$ cat src/rtl/high_low_cpu_core_pkg.sv
// Shared types for the high/low security CPU: instruction word, labeled
// values, control-flow context state and label helpers.
package high_low_cpu_core_pkg;

    typedef enum logic [2:0] {
        OP_COPY      = 3'd0,
        OP_NOT       = 3'd1,
        OP_AND       = 3'd2,
        OP_OR        = 3'd3,
        OP_CLASSIFY  = 3'd4,
        OP_LABEL_OF  = 3'd5,
        OP_SKIP_NEXT = 3'd6,
        OP_ILLEGAL   = 3'd7
    } opcode_t;

    // ZERO and INPUT_* are read-only sources; everything from OUTPUT_HIGH up is stored.
    typedef enum logic [2:0] {
        R_ZERO        = 3'd0,
        R_INPUT_HIGH  = 3'd1,
        R_INPUT_LOW   = 3'd2,
        R_OUTPUT_HIGH = 3'd3,
        R_OUTPUT_LOW  = 3'd4,
        R_REG_A       = 3'd5,
        R_REG_B       = 3'd6,
        R_REG_C       = 3'd7
    } reg_t;

    typedef struct packed {
        opcode_t opcode;
        reg_t    src1;
        reg_t    src2;
        reg_t    dst;
    } instr_t;

    typedef struct packed {
        logic value;
        logic label;
    } value_label_t;

    // Encoding is {skip, ctx}.
    typedef enum logic [1:0] {
        RUN         = 2'b00,
        SHADOW_EXEC = 2'b01,
        SKIP_L      = 2'b10,
        SHADOW_SKIP = 2'b11
    } ctx_state_t;

    localparam logic LABEL_LOW  = 1'b0;
    localparam logic LABEL_HIGH = 1'b1;

    function automatic logic join_label(input logic a, input logic b);
        return a | b;
    endfunction

    function automatic logic is_writable(input reg_t r);
        return r >= R_OUTPUT_HIGH;
    endfunction

endpackage

$ cat src/rtl/high_low_cpu_core_if.sv
// Instruction stream handshake between the instruction source and the core.
interface high_low_cpu_core_if;
    import high_low_cpu_core_pkg::*;

    logic   instr_valid;
    instr_t instr;
    logic   instr_ready;

    modport master (output instr_valid, output instr, input  instr_ready);
    modport slave  (input  instr_valid, input  instr, output instr_ready);
endinterface

$ cat src/rtl/high_low_cpu_core_alu.sv
// Combinational labeled ALU: computes value and security label of a result.
module hl_alu
    import high_low_cpu_core_pkg::*;
(
    input  opcode_t      opcode,
    input  value_label_t op1,
    input  value_label_t op2,
    output value_label_t result
);

    // Result per opcode; SKIP_NEXT and the illegal opcode produce no meaningful result.
    always_comb begin
        // NOTE: every output gets a default before the case so no latch is inferred.
        result = '{value: 1'b0, label: LABEL_LOW};
        case (opcode)
            OP_COPY:     result = op1;
            OP_NOT:      result = '{value: ~op1.value, label: op1.label};
            OP_AND:      result = '{value: op1.value & op2.value, label: join_label(op1.label, op2.label)};
            OP_OR:       result = '{value: op1.value | op2.value, label: join_label(op1.label, op2.label)};
            OP_CLASSIFY: result = '{value: op1.value, label: LABEL_HIGH};
            OP_LABEL_OF: result = '{value: op1.label, label: LABEL_LOW};
            default:     result = '{value: 1'b0, label: LABEL_LOW};
        endcase
    end

endmodule

$ cat src/rtl/high_low_cpu_core.sv
// Execution core: labeled register file, skip/shadow control state,
// low-output write guard and retired-beat counter.
module high_low_cpu_core
    import high_low_cpu_core_pkg::*;
#(
    parameter int CNT_W = 16
) (
    input  logic                 clk,
    input  logic                 rst_n,
    high_low_cpu_core_if.slave   bus,
    input  logic                 in_high,
    input  logic                 in_low,
    output logic                 out_high,
    output logic                 out_low,
    output logic                 viol,
    output logic                 illegal,
    output logic [CNT_W-1:0]     retired
);

    value_label_t rf [3:7];
    ctx_state_t   state, next_state;
    value_label_t op1, op2, alu_res, guarded;
    logic         accept, wr_en, viol_d, illegal_d;
    value_label_t wr_data;
    instr_t       ins;

    assign bus.instr_ready = rst_n;
    assign accept          = bus.instr_valid & bus.instr_ready;
    assign ins             = bus.instr;
    assign out_high        = rf[R_OUTPUT_HIGH].value;
    assign out_low         = rf[R_OUTPUT_LOW].value;

    function automatic value_label_t read_operand(input reg_t r);
        case (r)
            R_ZERO:       return '{value: 1'b0,    label: LABEL_LOW};
            R_INPUT_HIGH: return '{value: in_high, label: LABEL_HIGH};
            R_INPUT_LOW:  return '{value: in_low,  label: LABEL_LOW};
            default:      return rf[r];
        endcase
    endfunction

    // Operand fetch for the beat being accepted.
    always_comb begin
        op1 = read_operand(ins.src1);
        op2 = read_operand(ins.src2);
    end

    hl_alu u_alu (
        .opcode (ins.opcode),
        .op1    (op1),
        .op2    (op2),
        .result (alu_res)
    );

    // Result label raised to the current context (high inside SHADOW_EXEC).
    assign guarded = '{value: alu_res.value, label: join_label(alu_res.label, state[0])};

    // Next control state, register write and flag pulses for an accepted beat.
    always_comb begin
        next_state = state;
        wr_en      = 1'b0;
        wr_data    = guarded;
        viol_d     = 1'b0;
        illegal_d  = 1'b0;
        if (accept) begin
            next_state = RUN;
            case (state)
                SKIP_L: ;
                SHADOW_SKIP: begin
                    // Mirror the label effect the executed path would have had.
                    if (ins.opcode != OP_SKIP_NEXT && ins.opcode != OP_ILLEGAL &&
                        is_writable(ins.dst)) begin
                        if (ins.dst == R_OUTPUT_LOW) begin
                            viol_d = 1'b1;
                        end else begin
                            wr_en   = 1'b1;
                            wr_data = '{value: rf[ins.dst].value, label: LABEL_HIGH};
                        end
                    end
                end
                default: begin
                    if (ins.opcode == OP_ILLEGAL) begin
                        illegal_d = 1'b1;
                    end else if (ins.opcode == OP_SKIP_NEXT) begin
                        next_state = ctx_state_t'({op1.value, join_label(op1.label, state[0])});
                    end else if (is_writable(ins.dst)) begin
                        if (ins.dst == R_OUTPUT_LOW && guarded.label == LABEL_HIGH) begin
                            viol_d = 1'b1;
                        end else begin
                            wr_en = 1'b1;
                        end
                    end
                end
            endcase
        end
    end

    // State, register file, flags and counter update.
    always_ff @(posedge clk or negedge rst_n) begin
        if (!rst_n) begin
            state   <= RUN;
            viol    <= 1'b0;
            illegal <= 1'b0;
            retired <= '0;
            // NOTE: the register file is tiny and its reset value is architectural, so it is reset.
            for (int i = 3; i <= 7; i++) begin
                rf[i] <= '{value: 1'b0, label: LABEL_LOW};
            end
        end else begin
            // NOTE: non-blocking assignments keep every register sampling pre-edge values.
            state   <= next_state;
            viol    <= viol_d;
            illegal <= illegal_d;
            if (accept) begin
                retired <= retired + 1'b1;
            end
            if (wr_en) begin
                rf[ins.dst] <= wr_data;
            end
        end
    end

endmodule

$ cat src/flat_wrapper.sv
// flat-port wrapper written by rule: the top's interface ports become plain ports
module high_low_cpu_core_flat import high_low_cpu_core_pkg::*;
#(
    parameter int CNT_W = 16
)
  (clk, rst_n, in_high, in_low, out_high, out_low, viol, illegal, retired, bus_instr_valid, bus_instr, bus_instr_ready);
  high_low_cpu_core_if bus_i ();
  input  logic clk;
  input  logic rst_n;
  input  logic in_high;
  input  logic in_low;
  output logic out_high;
  output logic out_low;
  output logic viol;
  output logic illegal;
  output logic [CNT_W-1:0] retired;
  input wire logic [$bits(bus_i.instr_valid)-1:0] bus_instr_valid;
  input wire logic [$bits(bus_i.instr)-1:0] bus_instr;
  output wire logic [$bits(bus_i.instr_ready)-1:0] bus_instr_ready;
  assign bus_i.instr_valid = bus_instr_valid;
  assign bus_i.instr = bus_instr;
  assign bus_instr_ready = bus_i.instr_ready;
  high_low_cpu_core #(.CNT_W(CNT_W)) u_core (.clk(clk), .rst_n(rst_n), .bus(bus_i), .in_high(in_high), .in_low(in_low), .out_high(out_high), .out_low(out_low), .viol(viol), .illegal(illegal), .retired(retired));
endmodule
$ cat config.mk
export PLATFORM = sky130hd
export DESIGN_NAME = high_low_cpu_core_flat
export DESIGN_NICKNAME = d
export VERILOG_FILES = /design/src/rtl/high_low_cpu_core_pkg.sv /design/src/rtl/high_low_cpu_core_if.sv /design/src/rtl/high_low_cpu_core_alu.sv /design/src/rtl/high_low_cpu_core.sv /design/src/flat_wrapper.sv
export SDC_FILE = /design/constraint.sdc
export NUM_CORES = 1
export LEC_CHECK = 0
export CAP_MARGIN = 30
export CORE_UTILIZATION = 44
export CTS_CLUSTER_DIAMETER = 40
export DETAILED_ROUTE_END_ITERATION = 10
export PLACE_DENSITY = 0.81
export SLEW_MARGIN = 20
export SYNTH_ARGS = -nofsm -noshare
export SYNTH_HDL_FRONTEND = slang
export SYNTH_SLANG_ARGS = --single-unit
$ cat constraint.sdc
create_clock -name clk -period 2.4 [get_ports clk]
set_input_delay 0.48 -clock clk [delete_from_list [all_inputs] [get_ports clk]]
set_output_delay 0.48 -clock clk [all_outputs]
set_load 0.05 [all_outputs]
==> impl_metrics.ini, run 1 <==
[run_status]
run_status = complete, no violations

[cts]
max-clock-path-buffers = 2
cts_tree = built
cts.reportedPaths.clkPinSlew_ns = 0.06
post_cts_hold_buffer_count = 0
tritoncts.num_buffers = 5
worst_skew_pair.late_latency_ns = 0.28
cts_num_sinks = 30
cts-root-buf = sky130_fd_sc_hd__clkbuf_8
cts-htree-levels = 2

[routing]
wl_met3_microns = 240
drt-met1-wl_microns = 1770
route.vias.total = 1489
met2_wire_length_microns = 2340
wl_per_cell_microns = 17.3
detailedRoute.firstIterationViolations = 120
routed.top_layer = met4
drt.antenna.violating_nets = 0
routed_via_density = 5.75
detailedRoute.firstPassIterationCount = 4
detail_route.wirelength_microns = 4480
drcViolationCount = 0

[setup_path]
timing.critical_path.from_type = input port
path_class = in2reg
worst_ep_arrival_time_ns = 2.46
worstPathRequired_ns = 2.57
crit_path_end_kind = flop
timing.critical_path.fanout_max = 5

[global_routing]
first_pass_grt_wire_length_microns = 7520
first_global_vias = 1582
groute.usage.overall_pct = 25.5
grt_remaining_overflow = 0
grt_start_max_net_pins = 33
antenna_found_initial = 0

[sta]
timing.final.setup_violations = 0
hold_ws_ns = 0.484
max_freq_mhz = 437
finalCriticalPeriod_ns = 2.29
final_number_of_hold_violating_endpoints = 0
skew_ns = 0.00391
timing.slew.headroom_pct = 62.9
slew_violations = 0
rsz0062_at_grt = false
timing_worst_slew_pin_value_ns = 0.551
finalCritPeriodShare_pct = 95.3

[finish]
ratio_of_cells_with_drive_above_1_in_the_final_layout_pct = 21.6
antenna_cells = 0
area_delta_synth_final_pct = 41.3
postLayoutCoreUtil_pct = 67.1
postLayoutCellArea_sq_um = 2310
layout.area.seq_sq_um = 751
multi_input_comb_area_sq_um = 865
num-fill-cells = 255
nets = 231

[floorplanning]
fp.dieH_microns = 63.0
floorplan.die.width_microns = 63.0
io_pins = 38
die_area_sq_um = 3960
core_area_sq_um = 3440
placement_rows = 21
initial_utilization_pct = 47.5

[synth]
netlist_top_cells_area = sky130_fd_sc_hd__dfrtp_1 46%, sky130_fd_sc_hd__mux2_2 7.6%, sky130_fd_sc_hd__xnor2_1 7.0%, sky130_fd_sc_hd__mux2i_1 3.7%, sky130_fd_sc_hd__nand2_1 3.2%
postSynthNetCount = 174
post_synth.cell_area_avg_sq_um = 10.5
cell_type_with_the_highest_aggregate_area_in_the_netlist = sky130_fd_sc_hd__dfrtp_1
ys_types = 37
synth_cells = 156
netlist_area_sq_um = 1640
synth_seq_area_share_pct = 45.9
fraction_of_synthesized_cell_area_taken_by_the_top_area_cell_type_pct = 45.9
ys_ff_latch = 30
synth-warning-count = 0

[pwr]
worst_ir_drop_on_vdd_uv = 340
proportion_of_power_drawn_by_flip_flops_and_latches_pct = 41.4
powerDensity_nw_per_um2 = 729
clockPowerShare_pct = 22.4
power.internal_uw = 1050
fin_total_pwr_uw = 1690
share_comb_of_total_power_pct = 36.2
switchingPower_uw = 633
static-leakage-power_uw = 0.00103
p_sw_share_pct = 37.5

[hold_path]
worst_hold_path_type = reg2reg

[placement]
io_buffer_count = 37
final_wtd_congestion = 0.878
hpwl_microns = 3240
postPlaceCellArea_sq_um = 2180

[flow_run]
max-cap-violations = 0
[metal layers]
layer / GRT usage (%) / up-vias
li1: - / 678
met1: 27.9 / 732
met2: 43.1 / 63
met3: 6.39 / 16
met4: 16.9 / 0
met5: 0 / -
[worst max-delay path: stages]
cell	delay, ns
sky130_fd_sc_hd__dlygate4sd2_1	0.30
sky130_fd_sc_hd__mux2i_1	0.14
sky130_fd_sc_hd__mux4_2	0.49
sky130_fd_sc_hd__or3_4	0.35
sky130_fd_sc_hd__a31o_1	0.24
sky130_fd_sc_hd__and3_1	0.19
sky130_fd_sc_hd__mux2_2	0.27
[through the flow]
stage          worst slack, ns  setup TNS, ns  instances
2_1_floorplan           0.0694              0        156
3_3_place_gp            -0.357          -2.04        251
3_5_place_dp            -0.413          -2.54        251
4_1_cts                 0.0278              0        258
5_1_grt                 0.0321              0        259
6_report                 0.114              0        259
[cells in the mapped netlist]
master and number:
sky130_fd_sc_hd__a211oi_1 2, sky130_fd_sc_hd__a21oi_1 3, sky130_fd_sc_hd__a221o_1 1, sky130_fd_sc_hd__a22oi_1 2, sky130_fd_sc_hd__a31o_1 1, sky130_fd_sc_hd__a32oi_1 1, sky130_fd_sc_hd__a41oi_1 2, sky130_fd_sc_hd__and2_1 1
sky130_fd_sc_hd__and3_1 4, sky130_fd_sc_hd__buf_4 1, sky130_fd_sc_hd__buf_6 1, sky130_fd_sc_hd__clkbuf_1 5, sky130_fd_sc_hd__dfrtp_1 30, sky130_fd_sc_hd__ha_1 1, sky130_fd_sc_hd__inv_1 6, sky130_fd_sc_hd__maj3_1 1
sky130_fd_sc_hd__mux2_2 11, sky130_fd_sc_hd__mux2i_1 6, sky130_fd_sc_hd__mux4_2 2, sky130_fd_sc_hd__nand2_1 14, sky130_fd_sc_hd__nand3_1 7, sky130_fd_sc_hd__nand3b_1 3, sky130_fd_sc_hd__nand4_1 5, sky130_fd_sc_hd__nor2_1 6
sky130_fd_sc_hd__nor2b_1 4, sky130_fd_sc_hd__nor3_1 5, sky130_fd_sc_hd__nor3b_1 2, sky130_fd_sc_hd__nor4_1 1, sky130_fd_sc_hd__nor4b_1 1, sky130_fd_sc_hd__o211ai_1 2, sky130_fd_sc_hd__o21ai_0 5, sky130_fd_sc_hd__o22a_1 1
sky130_fd_sc_hd__o22ai_1 1, sky130_fd_sc_hd__o32ai_1 1, sky130_fd_sc_hd__or3_1 2, sky130_fd_sc_hd__xnor2_1 13, sky130_fd_sc_hd__xor2_1 2
[cell families after synthesis]
kind of cell / Yosys count / share of synthesized area [%]
compound gates: 22 / 9.41
xor+xnor: 15 / 8.03
fa+ha+maj: 2 / 1.38
buf+inv: 13 / 3.67
flops: 30 / 45.9
mux: 19 / 14.0
simple gates: 55 / 17.6
[path summary, 6_finish.rpt]
kind | start | endpoint | slack [ns] | depth (start not counted)
worst min register to register | u_core.retired[3]$_DFFE_PN0P_ | u_core.retired[3]$_DFFE_PN0P_ | 0.48 | 1
max in group asynchronous | rst_n | u_core.retired[9]$_DFFE_PN0P_ | 1.44 | 2
min in group asynchronous | rst_n | u_core.state[1]$_DFFE_PN0P_ | 0.65 | 2
worst max-delay path | bus_instr[7] | u_core.out_low$_DFFE_PN0P_ | 0.11 | 7
worst max register to register | u_core.out_high$_DFFE_PN0P_ | u_core.out_low$_DFFE_PN0P_ | 0.21 | 6
worst min-delay path | u_core.retired[3]$_DFFE_PN0P_ | u_core.retired[3]$_DFFE_PN0P_ | 0.48 | 1
[sequential cells by signal (all words and copies together), names as in the netlist]
register and cells:
u_core.out_low 1, u_core.retired 16, u_core.viol 1, u_core.state 2, u_core.illegal 1, u_core.rf 8, u_core.out_high 1
[power by group through the flow]
stage	sequential, uW	combinational [uW]	clock [uW]
4_1_cts	696	604	387
2_1_floorplan	860	195	0
6_report	697	611	378
3_3_place_gp	691	578	0
5_1_grt	709	650	412
3_5_place_dp	705	596	0
[area by class of cell]
class	count	area share (%)
flip-flops and latches	30	32.5
clock buffers	7	3.30
well taps	46	2.49
inverters	6	0.975
repair buffers	57	23.3
multi-input cells	113	37.4
[placed cells by master (no fill, tap or decap), types with 2 or more instances in the layout]
master and n:
sky130_fd_sc_hd__nor3_1 4, sky130_fd_sc_hd__mux4_2 2, sky130_fd_sc_hd__clkbuf_8 5, sky130_fd_sc_hd__dfrtp_1 30, sky130_fd_sc_hd__nand4_1 5, sky130_fd_sc_hd__clkdlybuf4s50_1 31, sky130_fd_sc_hd__nor2_1 6, sky130_fd_sc_hd__o211ai_1 2
sky130_fd_sc_hd__clkbuf_1 2, sky130_fd_sc_hd__nor3b_1 2, sky130_fd_sc_hd__dlymetal6s2s_1 4, sky130_fd_sc_hd__inv_1 6, sky130_fd_sc_hd__o21ai_0 5, sky130_fd_sc_hd__mux2i_1 6, sky130_fd_sc_hd__xor2_1 2, sky130_fd_sc_hd__nand3_1 6
sky130_fd_sc_hd__nand3b_1 3, sky130_fd_sc_hd__xnor2_1 13, sky130_fd_sc_hd__mux2_2 11, sky130_fd_sc_hd__nor2b_1 4, sky130_fd_sc_hd__and3_1 4, sky130_fd_sc_hd__a21oi_1 3, sky130_fd_sc_hd__nand2_1 14, sky130_fd_sc_hd__buf_4 20
[repair_timing]
action	4_1_cts	5_1_grt
pin swaps	0	2
resized for setup	5	7
buffers inserted	0	1
endpoints found under the setup margin	5	5
No activity file was read; power rests on OpenSTA's default activity.
==> inputs of run 2 (changes only) <==
--- a/config.mk
+++ b/config.mk
@@ -9,6 +9,7 @@
 export CORE_UTILIZATION = 44
 export CTS_CLUSTER_DIAMETER = 40
 export DETAILED_ROUTE_END_ITERATION = 10
+export GPL_ROUTABILITY_DRIVEN = 0
 export PLACE_DENSITY = 0.81
 export SLEW_MARGIN = 20
 export SYNTH_ARGS = -nofsm -noshare
==> results of run 2 <==
Same layout as run 1: the final DEF is identical, and so are final timing and power.
==> inputs of run 3 (changes only) <==
--- a/config.mk
+++ b/config.mk
@@ -10,7 +10,7 @@
 export CTS_CLUSTER_DIAMETER = 40
 export DETAILED_ROUTE_END_ITERATION = 10
 export GPL_ROUTABILITY_DRIVEN = 0
-export PLACE_DENSITY = 0.81
+export PLACE_DENSITY = 0.8
 export SLEW_MARGIN = 20
 export SYNTH_ARGS = -nofsm -noshare
 export SYNTH_HDL_FRONTEND = slang
==> constraint.sdc (replaced) <==
create_clock -name clk -period 2.3 [get_ports clk]
set_input_delay 0.46 -clock clk [delete_from_list [all_inputs] [get_ports clk]]
set_output_delay 0.46 -clock clk [all_outputs]
set_load 0.05 [all_outputs]
==> impl_metrics.ini, run 3 (synthesized netlist as in run 1, its figures left out) <==
[run_status]
run_status = complete, no violations

[cts]
cts-root-buf = sky130_fd_sc_hd__clkbuf_8
cts_tree = built
worst_skew_pair.late_latency_ns = 0.28
cts-htree-levels = 2
cts.reportedPaths.clkPinSlew_ns = 0.06
tritoncts.num_buffers = 5
max-clock-path-buffers = 2
cts_num_sinks = 30

[global_routing]
antenna_found_initial = 0
first_global_vias = 1553
groute.usage.overall_pct = 24.0
grt_remaining_overflow = 0
grt.met3_usage_pct = 5.47
grt_start_max_net_pins = 33
grt.met1_usage_pct = 28.4
globalRoute.busiestLayer = met2
grtUsageMet2_pct = 40.9
first_pass_grt_wire_length_microns = 7300

[floorplanning]
floorplan.die.width_microns = 63.0
core_area_sq_um = 3440
initial_utilization_pct = 47.5
io_pins = 38
fp.dieH_microns = 63.0
placement_rows = 21
die_area_sq_um = 3960

[pwr]
fin_total_pwr_uw = 1820
static-leakage-power_uw = 0.00104
proportion_of_power_drawn_by_flip_flops_and_latches_pct = 40.2
power.internal_uw = 1140
share_comb_of_total_power_pct = 35.5
powerDensity_nw_per_um2 = 774
clockPowerShare_pct = 24.3
switchingPower_uw = 680
worst_ir_drop_on_vdd_uv = 458
p_sw_share_pct = 37.5

[sta]
rsz0062_at_grt = false
finalCritPeriodShare_pct = 97.8
final_number_of_hold_violating_endpoints = 0
timing_worst_slew_pin_value_ns = 0.535
timing.slew.headroom_pct = 64.2
skew_ns = 0.00476
finalCriticalPeriod_ns = 2.25
slew_violations = 0
max_freq_mhz = 445
setup_tns_ns = 0
timing.final.setup_violations = 0

[setup_path]
worstPathRequired_ns = 2.47
setup.worst_path.start = bus_instr[7]
timing.critical_path.from_type = input port
regToRegStartpoint = u_core.rf[3]$_DFFE_PN0P_
timing.critical_path.fanout_max = 5
setup.reg_to_reg.worst_slack_ns = 0.16
worst_ep_arrival_time_ns = 2.42
crit_path_end_kind = flop
regToRegEndpoint = u_core.out_low$_DFFE_PN0P_
path_class = in2reg
worstRegToRegCells = 6

[finish]
area_delta_synth_final_pct = 43.5
multi_input_comb_area_sq_um = 865
largest-register = u_core.retired
most_common_library_cell_in_the_layout_ignoring_fill_and_taps = sky130_fd_sc_hd__clkdlybuf4s50_1
layout_common_cells = 30 x sky130_fd_sc_hd__clkdlybuf4s50_1, 28 x sky130_fd_sc_hd__dfrtp_1, 22 x sky130_fd_sc_hd__buf_4
largest_register_ff_count = 16
antenna_cells = 0
fin_cells = 262
num-fill-cells = 252
ratio_of_cells_with_drive_above_1_in_the_final_layout_pct = 24.5
top_regs = u_core.retired (16), u_core.rf (8), u_core.state (2)
layout.area.seq_sq_um = 753
nets = 233

[hold_path]
timing.hold.worst.start = u_core.retired[15]$_DFFE_PN0P_
worst_hold_path_type = reg2reg
whs_endpoint = u_core.retired[15]$_DFFE_PN0P_
hold-path-cell-count = 1

[routing]
detailedRoute.firstIterationViolations = 89
drcViolationCount = 0
detail_route.wirelength_microns = 4250
route.vias.total = 1457
wl_per_cell_microns = 16.2
drt.antenna.violating_nets = 0
detailedRoute.firstPassIterationCount = 4
routed_via_density = 5.56

[placement]
placed_cells = 253
hpwl_microns = 3110
io_buffer_count = 37

[flow_run]
max-cap-violations = 0
[run 3: cell count changes in the layout (fill, tap and decap cells not counted), sizes merged]
cell / delta
buf: +2
clkbuf: -1
clkdlybuf4s50: -1
clkinv: +1
clkinvlp: +1
dlygate4sd2: +1
[run 3: timing repair]
item,in CTS,in global routing
hold buffers,0,0
gates resized for setup,8,5
pin swaps,3,3
hold endpoints to repair,0,0
setup endpoints to repair,6,5
setup buffers,0,1
[run 3: how the worst max path moves through the flow]
stage          cells after the start                     endpoint
2_1_floorplan                      7   u_core.out_low$_DFFE_PN0P_
3_3_place_gp                       7  u_core.out_high$_DFFE_PN0P_
3_5_place_dp                       7     u_core.rf[3]$_DFFE_PN0P_
4_1_cts                            7   u_core.out_low$_DFFE_PN0P_
5_1_grt                            7   u_core.out_low$_DFFE_PN0P_
6_report                           7   u_core.out_low$_DFFE_PN0P_
[run 3: layout make-up]
type                    count  share of cell area (%)
multi-input cells         113                    36.9
flip-flops and latches     30                    32.1
repair buffers             59                    23.6
clock buffers               6                    3.52
well taps                  46                    2.45
inverters                   6                   0.960
clock inverters             2                   0.533
[run 3: per-layer routing]
layer	share of wire (%)	vias to the layer above
met4	2.1	0
met3	3.5	8
li1	-	679
met2	51	45
met5	0	-
met1	43	725
[run 3: power by group through the flow]
stage	Sequential, uW	Combinational, uW	Clock (uW)
5_1_grt	745	678	472
3_5_place_dp	739	630	0
2_1_floorplan	898	204	0
6_report	729	644	442
3_3_place_gp	723	606	0
4_1_cts	729	641	450
[run 3: per-stage QoR]
stage	utilization, %	area [sq um]	setup slack [ns]	hold slack (ns)
6_report	68.2	2350	0.0514	0.494
5_1_grt	68.2	2350	0.00787	0.512
4_1_cts	67.5	2320	0.000935	0.496
3_5_place_dp	63.8	2200	-0.509	0.485
3_3_place_gp	63.8	2200	-0.431	0.463
2_1_floorplan	-	1640	0.0596	0.164
[run 3: critical path, stage by stage]
cell and delay (ns):
sky130_fd_sc_hd__dlygate4sd2_1 0.30, sky130_fd_sc_hd__mux2i_1 0.14, sky130_fd_sc_hd__mux4_2 0.49, sky130_fd_sc_hd__or3_4 0.36
sky130_fd_sc_hd__a31o_1 0.22, sky130_fd_sc_hd__and3_1 0.18, sky130_fd_sc_hd__mux2_2 0.25
